$ cat src/rtl/uart_pkg.sv
// Shared UART definitions: frame state encoding, parity selection and the default bit timing.
package uart_pkg;

  localparam int DEF_CLK_PER_BIT = 5208;

  localparam logic [2:0] IDLE   = 3'd0;
  localparam logic [2:0] START  = 3'd1;
  localparam logic [2:0] DATA   = 3'd2;
  localparam logic [2:0] PARITY = 3'd3;
  localparam logic [2:0] STOP   = 3'd4;

  localparam logic PAR_EVEN = 1'b0;
  localparam logic PAR_ODD  = 1'b1;

  typedef enum logic [2:0] {
    S_IDLE   = IDLE,
    S_START  = START,
    S_DATA   = DATA,
    S_PARITY = PARITY,
    S_STOP   = STOP
  } tx_state_e;

  // Everything about a frame that must stay frozen once the byte is accepted.
  typedef struct packed {
    logic       par_en;
    logic       par_odd;
    logic [7:0] data;
  } tx_shadow_t;

  function automatic logic frame_parity(input logic [7:0] data, input logic par_sel);
    return (par_sel == PAR_ODD) ? ~(^data) : ^data;
  endfunction

endpackage

$ cat src/rtl/uart_baud_cnt.sv
// Bit-time counter: counts 0..CLK_PER_BIT-1 while enabled and flags the last clock of each bit.
module uart_baud_cnt
  import uart_pkg::*;
#(
  parameter int CLK_PER_BIT = DEF_CLK_PER_BIT,
  parameter int CNT_W       = $clog2(CLK_PER_BIT)
) (
  input  logic clk,
  input  logic rst,
  input  logic clr,
  input  logic en,
  output logic tick
);

  localparam logic [CNT_W-1:0] CNT_MAX = CNT_W'(CLK_PER_BIT - 1);

  logic [CNT_W-1:0] cnt_q;

  assign tick = en && (cnt_q == CNT_MAX);

  always_ff @(posedge clk or negedge rst) begin
    if (!rst) begin
      cnt_q <= '0;
    end else if (clr) begin
      cnt_q <= '0;
    end else if (en) begin
      cnt_q <= tick ? '0 : cnt_q + 1'b1;
    end
  end

endmodule

$ cat src/rtl/uart_tx_ctrl.sv
// UART transmit frame controller: start, 8 data bits LSB first, optional parity, stop.
// Handshake: a byte is taken on any clock where tx_valid && tx_ready; tx_valid may be held, tx_ready is high only in IDLE.
module uart_tx_ctrl
  import uart_pkg::*;
#(
  parameter int CLK_PER_BIT = DEF_CLK_PER_BIT,
  parameter int CNT_W       = $clog2(CLK_PER_BIT)
) (
  input  logic       clk,
  input  logic       rst,
  input  logic [7:0] tx_data,
  input  logic       tx_valid,
  output logic       tx_ready,
  input  logic       par_en,
  input  logic       par_odd,
  output logic       tx_out,
  output logic       busy,
  output logic       done,
  output logic [2:0] state_dbg
);

  tx_state_e  state_q, state_d;
  logic [2:0] idx_q, idx_d;
  tx_shadow_t shadow_q, shadow_d;
  logic       tx_out_q, tx_out_d;
  logic       tx_ready_q;
  logic       done_q, done_d;
  logic       tick;

  uart_baud_cnt #(
    .CLK_PER_BIT(CLK_PER_BIT),
    .CNT_W      (CNT_W)
  ) u_baud (
    .clk (clk),
    .rst (rst),
    .clr (state_q == S_IDLE),
    .en  (state_q != S_IDLE),
    .tick(tick)
  );

  always_comb begin
    state_d  = state_q;
    idx_d    = idx_q;
    shadow_d = shadow_q;
    done_d   = 1'b0;
    unique case (state_q)
      S_IDLE: begin
        if (tx_valid && tx_ready_q) begin
          shadow_d = '{par_en: par_en, par_odd: par_odd, data: tx_data};
          idx_d    = 3'd0;
          state_d  = S_START;
        end
      end
      S_START: if (tick) state_d = S_DATA;
      S_DATA: begin
        if (tick) begin
          idx_d = idx_q + 3'd1;
          if (idx_q == 3'd7) state_d = shadow_q.par_en ? S_PARITY : S_STOP;
        end
      end
      S_PARITY: if (tick) state_d = S_STOP;
      S_STOP: begin
        if (tick) begin
          state_d = S_IDLE;
          done_d  = 1'b1;
        end
      end
      default: state_d = S_IDLE;
    endcase

    // Line level is decoded from the next state so tx_out lines up with the state register.
    tx_out_d = 1'b1;
    case (state_d)
      S_START:  tx_out_d = 1'b0;
      S_DATA:   tx_out_d = shadow_d.data[idx_d];
      S_PARITY: tx_out_d = frame_parity(shadow_d.data, shadow_d.par_odd);
      default:  tx_out_d = 1'b1;
    endcase
  end

  always_ff @(posedge clk or negedge rst) begin
    if (!rst) begin
      state_q    <= S_IDLE;
      idx_q      <= 3'd0;
      shadow_q   <= '0;
      tx_out_q   <= 1'b1;
      tx_ready_q <= 1'b0;
      done_q     <= 1'b0;
    end else begin
      state_q    <= state_d;
      idx_q      <= idx_d;
      shadow_q   <= shadow_d;
      tx_out_q   <= tx_out_d;
      tx_ready_q <= (state_d == S_IDLE);
      done_q     <= done_d;
    end
  end

  assign tx_out    = tx_out_q;
  assign tx_ready  = tx_ready_q;
  assign busy      = (state_q != S_IDLE);
  assign done      = done_q;
  assign state_dbg = state_q;

endmodule

$ cat config.mk
export PLATFORM = sky130hd
export DESIGN_NAME = uart_tx_ctrl
export DESIGN_NICKNAME = d
export VERILOG_FILES = /design/src/rtl/uart_pkg.sv /design/src/rtl/uart_baud_cnt.sv /design/src/rtl/uart_tx_ctrl.sv
export SDC_FILE = /design/constraint.sdc
export NUM_CORES = 1
export LEC_CHECK = 0
export ABC_AREA = 1
export BUFFER_PORTS_ARGS = -buffer_cell sky130_fd_sc_hd__buf_2
export CORE_UTILIZATION = 30
export CTS_CLUSTER_DIAMETER = 100
export DETAILED_ROUTE_END_ITERATION = 16
export GPL_TIMING_DRIVEN = 0
export PLACE_DENSITY_LB_ADDON = 0.08
export SYNTH_ARGS = -nofsm -noshare
export SYNTH_HDL_FRONTEND = slang
export SYNTH_HIERARCHICAL = 1
export SYNTH_SLANG_ARGS = --single-unit
$ cat constraint.sdc
create_clock -name clk -period 2.75 [get_ports clk]
set_input_delay 0.275 -clock clk [delete_from_list [all_inputs] [get_ports clk]]
set_output_delay 0.275 -clock clk [all_outputs]
set_load 0.05 [all_outputs]
==> run metrics <==
antenna diode count=0; Chip Height=just under 90 um; final instance area=around 0.0026 sq mm; via count=approximately 2,000; TritonCTS clock tree=done; register area share after synthesis=0.354; internal power contribution=slightly below 1 mW; WL per Instance=between 10 and 15 um; Logic pwr share=0.405; number of input and output port buffers inserted=19; deepest clock path buffer count=2; maximum fanout encountered on the critical timing path=9; Total Nets Final=between 300 and 400; largest net degree at the start of global routing=33; synthesized netlist net count=346; Min Hold Slack=62.8 ps; post-route fraction of the period consumed by the critical path=0.895; leakage=between 1 and 1.5 nW; pwr dens=roughly 660 mW/mm^2; post-detail-place hpwl=~4.3 mm; max-cap violation count=0; wirelength, routed=5.59 mm; share of final-layout standard cells stronger than drive strength 1=0.204; detailed-routing iteration count for the pre-antenna-repair pass=4; Floorplan Core Area=~0.0073 sq mm; number of hold violations in the final report=0; buffers inserted by post-CTS timing repair=0; clock latency of the later-clocked register in the worst-skew pair=between 200 and 300 ps; post-route clock skew=between 4 and 5 ps; pre-CTS worst setup slack=-66.2 ps; most frequent standard cell in the layout excluding fill and tap cells=sky130_fd_sc_hd__nand2_1; Die ar.=0.00790 sq mm; class of the worst hold path=input port to asynchronous set/reset pin; synthesized flop and latch total=32; Worst Path Arrival=2680 ps; Flop pwr share=0.370; Post-Syn Instances=between 300 and 400; clock-pin slew reported for the worst setup and hold paths after clock tree synthesis=around 70 ps; via/cell ratio=between 4 and 5; Relative slew margins=0.491; growth of design area from synthesis to finish=14.6%; Max Freq=just over 400 MHz; number of global-route vias before repair=1,901; Yosys top cell area share=0.342; setup slack on the worst flop-to-flop path=just under 300 ps; final worst setup slack=288 ps; routability congestion estimate=between 0.8 and 0.9; commonest non-fill, non-tap cells in the layout=sky130_fd_sc_hd__nand2_1 (113), sky130_fd_sc_hd__inv_1 (44), sky130_fd_sc_hd__dfrtp_1 (28), sky130_fd_sc_hd__nor2_1 (27), sky130_fd_sc_hd__nand3_1 (24); DRC=0; largest cells by area after synthesis=sky130_fd_sc_hd__dfrtp_1 (34%), sky130_fd_sc_hd__nand2_1 (19%), sky130_fd_sc_hd__inv_1 (7.3%), sky130_fd_sc_hd__nand3_1 (5.3%), sky130_fd_sc_hd__nor2_1 (4.5%); placed instance count=around 450; type of the worst setup path=register to register; DRT antenna net count=0; Worst R2R Start=u_baud/cnt_q[1]$_DFFE_PN0P_; number of H-tree branching levels=2; minimum clock period=between 2000 and 2500 ps; setup-violating endpoint count in the final report=0; Non-Filler Instances=456; starting density of the core=0.311; Inserted Clock Buffers=5; Post-Synthesis Cell Area=between 0.002 and 0.0025 sq mm; Required @ worst endpoint=a little under 3000 ps; antenna violations before repair=0; clock network fraction of design power=0.225; final design utilization=0.356; final global-route overflow total=0; worst ir drop on vdd=about 260 uV; Post-Place Cell Area=roughly 0.0025 sq mm; net switching power figure=0.727 mW; io pins=20; First DRT Iteration DRCs=60; leading area contributor after synthesis=sky130_fd_sc_hd__dfrtp_1; Sink Count=32; number of filler instances in the final layout=826; final slew viol count=0; number of distinct library cells after synthesis=37; outcome=finished clean; capturing element type of the critical path=register; depth of the worst register-to-register path=15; kind of launch point of the worst setup path=register; Total Negative Setup Slacks=0 ps; Post-Synthesis Mean Instance Area=about 7 sq um; Hold-fix buffers, CTS=0; transition time of the tightest slew-check pin=764 ps; Overall Global Routing Usage=0.162; setup repair after global routing missed its margin=false; Switching Share=0.424; global-route wire length before repair=approximately 9.4 mm; FP Rows=31; worst reg2reg path endpoint=tx_out$_DFF_PN1_; CTS root buffer=sky130_fd_sc_hd__clkbuf_8; width of the die=between 80 and 90 um; Yosys warnings=6; Tot Pwr=around 1.7 mW
how the worst max path moves through the flow:
stage / start / to / depth (start not counted)
floorplan: state_dbg[1]$_DFF_PN0_ / tx_out$_DFF_PN1_ / 16
global placement: state_dbg[1]$_DFF_PN0_ / tx_out$_DFF_PN1_ / 16
detailed placement: state_dbg[1]$_DFF_PN0_ / tx_out$_DFF_PN1_ / 16
CTS: state_dbg[1]$_DFF_PN0_ / tx_out$_DFF_PN1_ / 16
global route: u_baud/cnt_q[1]$_DFFE_PN0P_ / tx_out$_DFF_PN1_ / 15
finish: u_baud/cnt_q[1]$_DFFE_PN0P_ / tx_out$_DFF_PN1_ / 15
per-layer routing:
layer,global-route usage,wire (um)
met5,0,0
met3,0.0295,132
met1,0.206,2680
met4,0.0528,40
met2,0.278,2740
Yosys cell counts (all sizes together):
library cell / count
nor2: 36
buf: 2
clkinv: 1
a22oi: 1
nand3: 26
a311oi: 1
nor3: 7
dfstp: 1
o221ai: 1
nand3b: 2
clkbuf: 1
nand2: 131
ha: 3
o41ai: 1
dfrtp: 31
nand4: 9
o211ai: 1
a21oi: 9
inv: 49
or2: 3
nor4: 1
xor2: 2
a211oi: 1
xnor2: 1
o21ai: 9
power groups by stage:
stage | Sequential [mW] | Clock, mW | Combinational, mW
4_1_cts | 0.634 | 0.401 | 0.704
3_5_place_dp | 0.643 | 0 | 0.701
5_1_grt | 0.647 | 0.423 | 0.798
6_report | 0.634 | 0.385 | 0.695
2_1_floorplan | 0.670 | 0 | 0.499
3_3_place_gp | 0.642 | 0 | 0.695
state kept, by name (all words and copies together) (netlist names):
name and flops:
done 1, shadow_q 10, idx_q 3, state_dbg 3, tx_ready 1, u_baud/cnt_q 13
tx_out 1
cell type report:
class                   instances  area [sq um]  area share
well taps                      99           124      0.0477
multi-input cells             245          1260       0.485
clock buffers                   8          90.1      0.0347
repair buffers                 19          95.1      0.0366
inverters                      50           193      0.0742
plain buffers                   3          30.0      0.0116
flip-flops and latches         32           806       0.310
repair_timing:
| action | in CTS | in global routing |
|---|---|---|
| pin swaps | 0 | 1 |
| gates resized for setup | 1 | 5 |
| endpoints found under the setup margin | 1 | 2 |
cell families after synthesis:
family | Yosys count | synth area share
compound gates | 24 | 0.0685
xor+xnor | 3 | 0.0116
fa+ha+maj | 3 | 0.0166
simple gates | 215 | 0.453
buf+inv | 53 | 0.0966
flops | 32 | 0.354
worst max-delay path, stage by stage, from the launching register on:
cell                      delay (ps)
sky130_fd_sc_hd__dfrtp_1         380
sky130_fd_sc_hd__ha_1            230
sky130_fd_sc_hd__nand2_2         140
sky130_fd_sc_hd__nor4_2          340
sky130_fd_sc_hd__buf_4           210
sky130_fd_sc_hd__inv_1            90
sky130_fd_sc_hd__nor2_1          150
sky130_fd_sc_hd__inv_1            80
sky130_fd_sc_hd__nand2_1          70
sky130_fd_sc_hd__nand3_2         150
sky130_fd_sc_hd__a21oi_1         150
sky130_fd_sc_hd__o21ai_0         100
sky130_fd_sc_hd__nand3_1          90
sky130_fd_sc_hd__nand2_1          80
sky130_fd_sc_hd__nand2_1          70
sky130_fd_sc_hd__nand3_1          70
No activity file was read; power rests on OpenSTA's default activity.
